**src/rtl/pipe_hold_ctrl.sv**
```systemverilog
// pipe_hold_ctrl: pipeline hold/squash controller for the RISCII core.
// Drives the S (recirculate) selects of the enable-DFF pipeline registers
// and the NOP-insert selects of IF/ID and ID/EX. Arbitrates fixed-latency
// memory wait-states, load-use hazards and branch flushes.
// Optional feature: define PIPE_STALL_CNT_EN to add the 16-bit saturating
// stallCnt output that counts cycles with holdIF asserted.
module pipe_hold_ctrl #(
    parameter int unsigned MEM_WAIT = 2,
    parameter int unsigned CNT_W    = 4
) (
    input  logic        clk,
    input  logic        rst,
    input  logic        memReq,
    input  logic        luHazard,
    input  logic        brFlush,
    output logic        holdIF,
    output logic        holdID,
    output logic        holdEX,
    output logic        holdMEM,
    output logic        nopIF,
    output logic        nopID,
    output logic        memBusy
`ifdef PIPE_STALL_CNT_EN
    ,
    output logic [15:0] stallCnt
`endif
);

    typedef enum logic {
        S_IDLE = 1'b0,
        S_WAIT = 1'b1
    } state_t;

    localparam bit MEM_EN = (MEM_WAIT != 0);
    // The first stall cycle is spent in IDLE, so WAIT only covers MEM_WAIT-1.
    localparam logic [CNT_W-1:0] CNT_LOAD = MEM_EN ? CNT_W'(MEM_WAIT - 1) : '0;

    state_t           state_q, state_d;
    logic [CNT_W-1:0] cnt_q, cnt_d;
    logic             mem_stall;

    // Next-state and wait-state counter; mem_stall marks a held cycle.
    always_comb begin
        state_d   = state_q;
        cnt_d     = cnt_q;
        mem_stall = 1'b0;
        if (MEM_EN) begin
            case (state_q)
                S_IDLE: begin
                    if (memReq) begin
                        mem_stall = 1'b1;
                        state_d   = S_WAIT;
                        cnt_d     = CNT_LOAD;
                    end
                end
                S_WAIT: begin
                    if (cnt_q != '0) begin
                        mem_stall = 1'b1;
                        cnt_d     = cnt_q - CNT_W'(1);
                    end else begin
                        state_d = S_IDLE;
                    end
                end
                default: state_d = S_IDLE;
            endcase
        end
    end

    // Mealy hold/nop outputs; reset forces every select low immediately.
    always_comb begin
        holdIF  = 1'b0;
        holdID  = 1'b0;
        holdEX  = 1'b0;
        holdMEM = 1'b0;
        nopIF   = 1'b0;
        nopID   = 1'b0;
        memBusy = 1'b0;
        if (!rst) begin
            if (mem_stall) begin
                holdIF  = 1'b1;
                holdID  = 1'b1;
                holdEX  = 1'b1;
                holdMEM = 1'b1;
                memBusy = 1'b1;
            end else if (brFlush) begin
                nopIF = 1'b1;
                nopID = 1'b1;
            end else if (luHazard) begin
                holdIF = 1'b1;
                holdID = 1'b1;
                nopID  = 1'b1;
            end
        end
    end

    // FSM state and wait-state counter registers.
    always_ff @(posedge clk or posedge rst) begin
        if (rst) begin
            state_q <= S_IDLE;
            cnt_q   <= '0;
        end else begin
            state_q <= state_d;
            cnt_q   <= cnt_d;
        end
    end

`ifdef PIPE_STALL_CNT_EN
    logic [15:0] stall_cnt_q, stall_cnt_d;

    // Saturating count of cycles with the fetch side held.
    always_comb begin
        stall_cnt_d = stall_cnt_q;
        if (holdIF && (stall_cnt_q != 16'hFFFF)) begin
            stall_cnt_d = stall_cnt_q + 16'd1;
        end
    end

    // Stall counter register.
    always_ff @(posedge clk or posedge rst) begin
        if (rst) begin
            stall_cnt_q <= '0;
        end else begin
            stall_cnt_q <= stall_cnt_d;
        end
    end

    assign stallCnt = stall_cnt_q;
`endif

endmodule

```
**config.mk**
```make
export PLATFORM = sky130hd
export DESIGN_NAME = pipe_hold_ctrl
export DESIGN_NICKNAME = d
export VERILOG_FILES = /design/src/rtl/pipe_hold_ctrl.sv
export SDC_FILE = /design/constraint.sdc
export NUM_CORES = 1
export LEC_CHECK = 0
export CAP_MARGIN = 20
export CORE_AREA = 2 2 39 41
export CTS_BUF_LIST = sky130_fd_sc_hd__clkbuf_16
export CTS_CLUSTER_SIZE = 24
export DETAILED_ROUTE_END_ITERATION = 7
export DIE_AREA = 0 0 41 43
export PLACE_DENSITY_LB_ADDON = 0.25
export SLEW_MARGIN = 30
export SYNTH_ARGS = -nofsm -noshare
export SYNTH_HDL_FRONTEND = slang
export SYNTH_SLANG_ARGS = --single-unit
```
**constraint.sdc**
```tcl
create_clock -name clk -period 1.7 [get_ports clk]
set_clock_uncertainty 0.05 [all_clocks]
set_input_delay 0.34 -clock clk [delete_from_list [all_inputs] [get_ports clk]]
set_output_delay 0.34 -clock clk [all_outputs]
set_load 0.02 [all_outputs]
```
Word level (Yosys, flattened, before mapping)
Index checks and enable logic that the tools add are counted.
- output and inout bits: 7
- register bits after elaboration: 5
- input port bits: 5
- bitwise logic cells: 1
- $add $sub $neg: 1
- reductions and logical operators: 2
- equality and inequality tests: 2
- muxes and demuxes: 18
- operator list (operator ; count):
    two-way mux 1 bit ; 14
    two-way mux 4 bit ; 2
    one-hot mux 4 bit (2 select lines) ; 1
    nonzero test 4 bit ; 1
    subtractor 4 x 1 -> 4 bit (second input constant) ; 1
    != test 2 x 1 -> 1 bit (second input constant) ; 1
    != test 2 bit (second input constant) ; 1
    one-hot mux 1 bit (2 select lines) ; 1
    AND reduction 2 bit ; 1
    NOT 1 bit ; 1

Longest topological paths before layout
Gate-level depths: netlist of the first run.
- depth after elaboration: 5
- depth in mapped cells: 6
- depth with buffers taken out: 6

Worst setup path before layout of the first run
OpenSTA, ideal clock, no wires.
- kind: reg-to-output
- start point: register cnt_q[0]
- end point: output holdIF
- required time: 1.310 ns
- path slack: -0.316 ns
- buffers on the path: 1
- arrival: 1.626 ns
- cell stages (with the launch flop): 7
- cell sequence: dfrtp_1 inv_1 ha_1 nor3b_2 a21o_2 a21oi_1 buf_4
- longest elaborated chain between the ends: 5
- ends and longest elaborated chain (item ; line ; text):
    from (decl) ; 39 ; logic [CNT_W-1:0] cnt_q, cnt_d;
    from (signal assigned) ; 103 ; cnt_q <= cnt_d;
    nonzero test 4 bit ; 57 ; if (cnt_q != '0) begin
    two-way mux 1 bit ; 57 ;
    one-hot mux 1 bit (2 select lines) ; 48 ; case (state_q)
    two-way mux 1 bit (2 in a row) ; n/a ;
    to (decl) ; 16 ; output logic holdIF,
No other way between the ends.

Worst setup path after layout of the first run
- start point: register cnt_q[0]
- end point: output nopID
- longest elaborated chain between the ends: 5
- ends and longest elaborated chain (item ; line ; text):
    nonzero test 4 bit ; 57 ;
    two-way mux 1 bit ; 57 ;
    one-hot mux 1 bit (2 select lines) ; 48 ;
    net mem_stall ; 40 ; logic mem_stall;
    two-way mux 1 bit ; 79 ; if (mem_stall) begin
    two-way mux 1 bit ; 78 ; if (!rst) begin
    to (decl) ; 21 ; output logic nopID,
The timed path passes the listed nets, and every way through them passes these cells.

==> results.yml, run 1 <==
synthesis:
  synthesis.nets: 44
  ys_ff_latch: 5
  yosysSeqAreaShare_pct: 38.2
  syn_area_um2: 328
  synthCells: 37
  yosysWarnings: 0
  yosysUniqueCellTypes: 21
  avgSynthCellArea_um2: 8.86
place:
  postPlaceCellArea_um2: 556
  place.gp.congestion: 0.750
  dpl.cell_count: 71
  dp_hpwl_um: 577
  numPortBuffers: 11
  dpl_worst_slack_ps: -607
flow_run:
  maxCapViolCount: 0
finish:
  drive_gt1_share_pct: 53.2
  fin_cells: 78
  diodes: 0
  final_common_cell: "buf_4"
  multiInputGateArea_um2: 213
  final_cell_area_um2: 678
  fillers: 129
  fin_nets: 70
  area_growth_pct: 107
  register_area_um2: 125
  layout_common_cells: "13 x buf_4, 7 x buf_6, 5 x dfrtp_1"
drt:
  post_drt_wl_per_cell_um: 9.29
  first_pass_iters: 4
  drc: 0
  drt_iter0_markers: 2
  detail-route-antenna-nets: 0
  via_per_inst: 4.31
  vias: 336
  wl_um: 725
setup_path:
  arrival_ps: 1540
  endpoint_kind: "output pin"
  critPathRequiredTime_ps: 1310
  r2r_cells: 6
  timing_worst_setup_path_type: "flip-flop to output pin"
  worst-path-max-fanout: 5
  critPathLaunchType: "flip-flop"
timing:
  rsz0062_at_grt: "true"
  tightestPinTransition_ps: 341
  holdWs_ps: 398
  fin_crit_sh_pct: 114
  report.final.hold_viol_count: 0
  slew_headroom_pct: 77.0
  final-setup-viol-count: 7
  finalWorstSetupSlack_ps: -233
  max_freq_ghz: 0.517
  fin_crit_ps: 1930
  drv_slew: 0
pwr:
  power_density_nw_per_um2: 1930
  leakagePower_nw: 0.322
  ir_drop_mv: 0.876
run_status:
  violations: "negative setup slack"
  status: "complete, but fails checks"
floorplanning:
  die_h_um: 43
  start_util_pct: 23.7
  die_w_um: 41
  rows: 14
  coreArea_um2: 1380
  ioPinCount: 12
  dieArea_um2: 1760
clocking:
  cts_tree: "yes"
  cts_max_level: 1
  cts_sinks: 5
  cts_buffer_depth: 2
  numCtsBuffers: 3
  root_buffer: "clkbuf_16"
  clk_pin_slew_ps: 30
  cts_hold_buf: 0
  clk_latency_ps: 220
grt:
  grt.overflow.total: 0
  grt_pass1_wl_um: 1340
  track_usage_pct: 11.8
  grt_pass1_vias: 344
  grt_max_degree: 6
  antenna_found_initial: 0
min_path:
  hold_class: "input port to async pin"
[registers in the layout, indices dropped and copies added (netlist names)]
signal,cells
cnt_q,4
state_q,1
[kinds of logic after synthesis]
group	after synthesis	synth area share [%]
compound gates	10	21.0
fa+ha+maj	2	7.63
buf+inv	9	13.7
flops	5	38.2
simple gates	11	19.5
[area by class of cell]
| class | count | share of cell area, % |
|---|---|---|
| tap | 16 | 2.95 |
| sequential | 5 | 18.5 |
| multi-input combinational | 23 | 31.4 |
| timing repair buffer | 24 | 31.9 |
| clock inverter | 1 | 0.554 |
| inverter | 6 | 3.69 |
| clock buffer | 3 | 11.1 |
[metrics by stage]
step	power [mW]	setup TNS (ps)	utilization, %
after floorplan	0.624	-177	-
after global placement	0.849	-3650	40.1
after detailed placement	0.842	-3700	40.1
after CTS	1.29	-1300	47.9
after global routing	1.41	-1680	49.0
final	1.31	-1140	49.0
[per-layer routing]
layer | routed length [µm] | GRT usage [%] | vias up
met5 | 0 | 0 | -
met4 | 21 | 10.0 | 0
met2 | 339 | 15.0 | 10
li1 | - | - | 176
met3 | 53 | 4.71 | 4
met1 | 310 | 14.9 | 146
[where the power goes]
group | internal [mW] | leakage, nW | switching, mW
clock | 0.304 | 0.0423 | 0.0711
combinational | 0.384 | 0.220 | 0.333
sequential | 0.177 | 0.0598 | 0.0380
[synthesized netlist by cell type, drive strengths merged]
master	n	area, µm²
inv	6	22.5
dfrtp	5	125
o21ai	4	20.0
buf	3	22.5
nor2	3	11.3
ha	2	25.0
a21o	1	8.76
a21oi	1	5.00
a22o	1	10.0
and3	1	6.26
nand2	1	3.75
nand2b	1	6.26
nand3	1	5.00
nor2b	1	6.26
nor3	1	5.00
nor3b	1	12.5
o311ai	1	8.76
o31ai	1	7.51
o41ai	1	8.76
or4	1	7.51
[repair_timing]
item | CTS | global route
resized for setup | 44 | 2
pin swaps | 3 | 1
setup buffers | 2 | 1
endpoints found under the hold margin | 0 | 0
endpoints found under the setup margin | 7 | 7
[worst paths after layout]
kind,from,to,slack (ps)
max,cnt_q[0]$_DFFE_PP0P_,nopID,-230
min,rst,cnt_q[2]$_DFFE_PP0P_,400
max reg2reg,cnt_q[0]$_DFFE_PP0P_,cnt_q[1]$_DFFE_PP0P_,130
min reg2reg,state_q$_DFF_PP0_,cnt_q[3]$_DFFE_PP0P_,570
max in group asynchronous,rst,cnt_q[0]$_DFFE_PP0P_,1100
min in group clk,state_q$_DFF_PP0_,cnt_q[3]$_DFFE_PP0P_,570
[worst max-delay path, stage by stage, from the launching register on]
cell	delay, ps
dfrtp_1	370
inv_2	80
ha_4	130
nor3b_4	200
a21o_4	200
inv_4	40
nor3_4	150
buf_6	130
Power figures use the tool's default switching activity.
==> inputs of run 2 (changes only) <==
CAP_MARGIN = default   (was 20)
CORE_AREA = 5 5 42 44   (was 2 2 39 41)
DIE_AREA = 0 0 47 49   (was 0 0 41 43)
==> run 2 against run 1 <==
Against the previous run: the flow still finishes with violations (negative setup slack); sequential power is 2% higher; worst setup slack better by 1.2 ps; first-iteration DRC count grew 100%; combinational power increased by 15%; routed wire length increased by 30%; die area is 31% higher; clock power up 1%; register-to-register slack worse by 30 ps; clock-buffer cell count unchanged; final cell count grew 7.7%; cell area grew 6.6%.
==> results.yml, run 2 (synthesis gave the netlist of run 1 again) <==
clocking:
  cts_tree: "yes"
  cts_hold_buf: 0
  root_buffer: "clkbuf_16"
  clk_pin_slew_ps: 30
  clk_latency_ps: 230
  cts_buffer_depth: 2
  numCtsBuffers: 3
  cts_max_level: 1
  cts_sinks: 5
grt:
  antenna_found_initial: 0
  track_usage_pct: 9.92
  grt_pass1_wl_um: 1650
  grt_max_degree: 6
  grt.overflow.total: 0
  grt_pass1_vias: 395
setup_path:
  slowest_delay_ps: 380
  path_buf_inv: 3
  critPathRequiredTime_ps: 1310
  critPathLaunchType: "flip-flop"
  endpoint: "nopID"
  critPathSlowestCell: "dfrtp_1"
  endpoint_kind: "output pin"
  reg2reg_from: "cnt_q[1]$_DFFE_PP0P_"
  r2r_cells: 6
  worst-path-max-fanout: 5
  r2r_slack_ps: 100
  timing_worst_setup_path_type: "flip-flop to output pin"
  startpoint: "cnt_q[1]$_DFFE_PP0P_"
  arrival_ps: 1540
  cp.depth: 7
  r2r-end: "cnt_q[3]$_DFFE_PP0P_"
  cp_cell_sequence: "inv_2, ha_4, nor3b_4, a21o_4, inv_4, nor3_4, buf_6"
  cp_top_family: "flip-flops"
place:
  dpl.cell_count: 75
  numPortBuffers: 11
  dp_hpwl_um: 684
  place.gp.congestion: 0.720
drt:
  dr_wl_met3_um: 47
  post_drt_wl_per_cell_um: 11.2
  drc: 0
  highest_layer: "met3"
  detail-route-antenna-nets: 0
  vias: 376
  met2_length_um: 519
  wl_um: 944
  via_per_inst: 4.48
  first_pass_iters: 4
  drt_iter0_markers: 4
  wl_met1_um: 377
timing:
  final-setup-viol-count: 7
  slew_headroom_pct: 79.6
  drv_slew: 0
  fin_tns_setup_ps: -1130
  rsz0062_at_grt: "true"
  tightestPinTransition_ps: 303
  fin_crit_sh_pct: 114
  finalWorstSetupSlack_ps: -232
  max_freq_ghz: 0.518
  report.final.hold_viol_count: 0
  fin_crit_ps: 1930
floorplanning:
  start_util_pct: 23.4
  coreArea_um2: 1400
  ioPinCount: 12
  rows: 14
  dieArea_um2: 2300
  die_w_um: 47
  die_h_um: 49
min_path:
  hold_class: "input port to async pin"
finish:
  drive_gt1_share_pct: 57.4
  fillers: 128
  layout_common_cells: "19 x buf_4, 7 x buf_6, 5 x dfrtp_1"
  largest_register_ffs: 4
  multiInputGateArea_um2: 213
  largest_registers: "cnt_q (4), state_q (1)"
  fin_util_pct: 51.6
  top_register: "cnt_q"
  fin_nets: 76
  fin_cells: 84
  area_growth_pct: 121
  diodes: 0
  final_common_cell: "buf_4"
  register_area_um2: 125
pwr:
  power_density_nw_per_um2: 1960
  power_mw: 1.42
  leakagePower_nw: 0.351
  ir_drop_mv: 0.924
flow_run:
  maxCapViolCount: 0
run_status:
  violations: "negative setup slack"
  status: "complete, but fails checks"
[run 2: changes by cell type in the layout (fill, tap and decap cells not counted)]
| cell | delta |
|---|---|
| buf_4 | +6 |
[run 2: through the flow]
step	setup slack, ps	hold WS [ps]	area (µm²)
floorplan	-61.4	73.7	384
global placement	-585	555	586
detailed placement	-597	548	586
CTS	-250	394	708
global route	-340	421	723
finish	-232	393	723
[run 2: worst min path at each step]
stage                               startpoint                   end  slack [ps]
after global routing                       rst  cnt_q[1]$_DFFE_PP0P_         420
after CTS                                  rst  cnt_q[2]$_DFFE_PP0P_         390
after detailed placement  cnt_q[0]$_DFFE_PP0P_  cnt_q[0]$_DFFE_PP0P_         550
final                                      rst  cnt_q[3]$_DFFE_PP0P_         390
after global placement    cnt_q[0]$_DFFE_PP0P_  cnt_q[0]$_DFFE_PP0P_         550
after floorplan                            rst  cnt_q[0]$_DFFE_PP0P_          70
[run 2: cell type report]
type	count	area share, %
clock buffers	3	10.4
clock inverters	1	0.519
inverters	6	3.46
multi-input cells	23	29.4
flip-flops and latches	5	17.3
well taps	16	2.77
repair buffers	30	36.2
[run 2: timing repair]
action | 4_1_cts | 5_1_grt
setup buffers | 3 | 2
pin swaps | 4 | 2
resized for setup | 46 | 0
setup endpoints to repair | 7 | 7
[run 2: per-layer routing]
layer | vias up | global-route usage [%]
met3 | 0 | 4.43
met2 | 5 | 15.8
met5 | - | 0
met1 | 184 | 11.0
met4 | 0 | 4.15
li1 | 187 | -
[run 2: worst reg2reg max path, cell delays in order, from the launching register on]
cell and delay (ps):
dfrtp_1 380, buf_4 130, buf_4 120, buf_4 130, or4_1 460, o21ai_1 130
a22o_2 140
[run 2: where the power goes]
group	internal (mW)	leakage, nW	total, mW	switching, mW
Clock	0.304	0.0423	0.379	0.0743
Sequential	0.177	0.0598	0.219	0.0426
Combinational	0.462	0.248	0.821	0.360
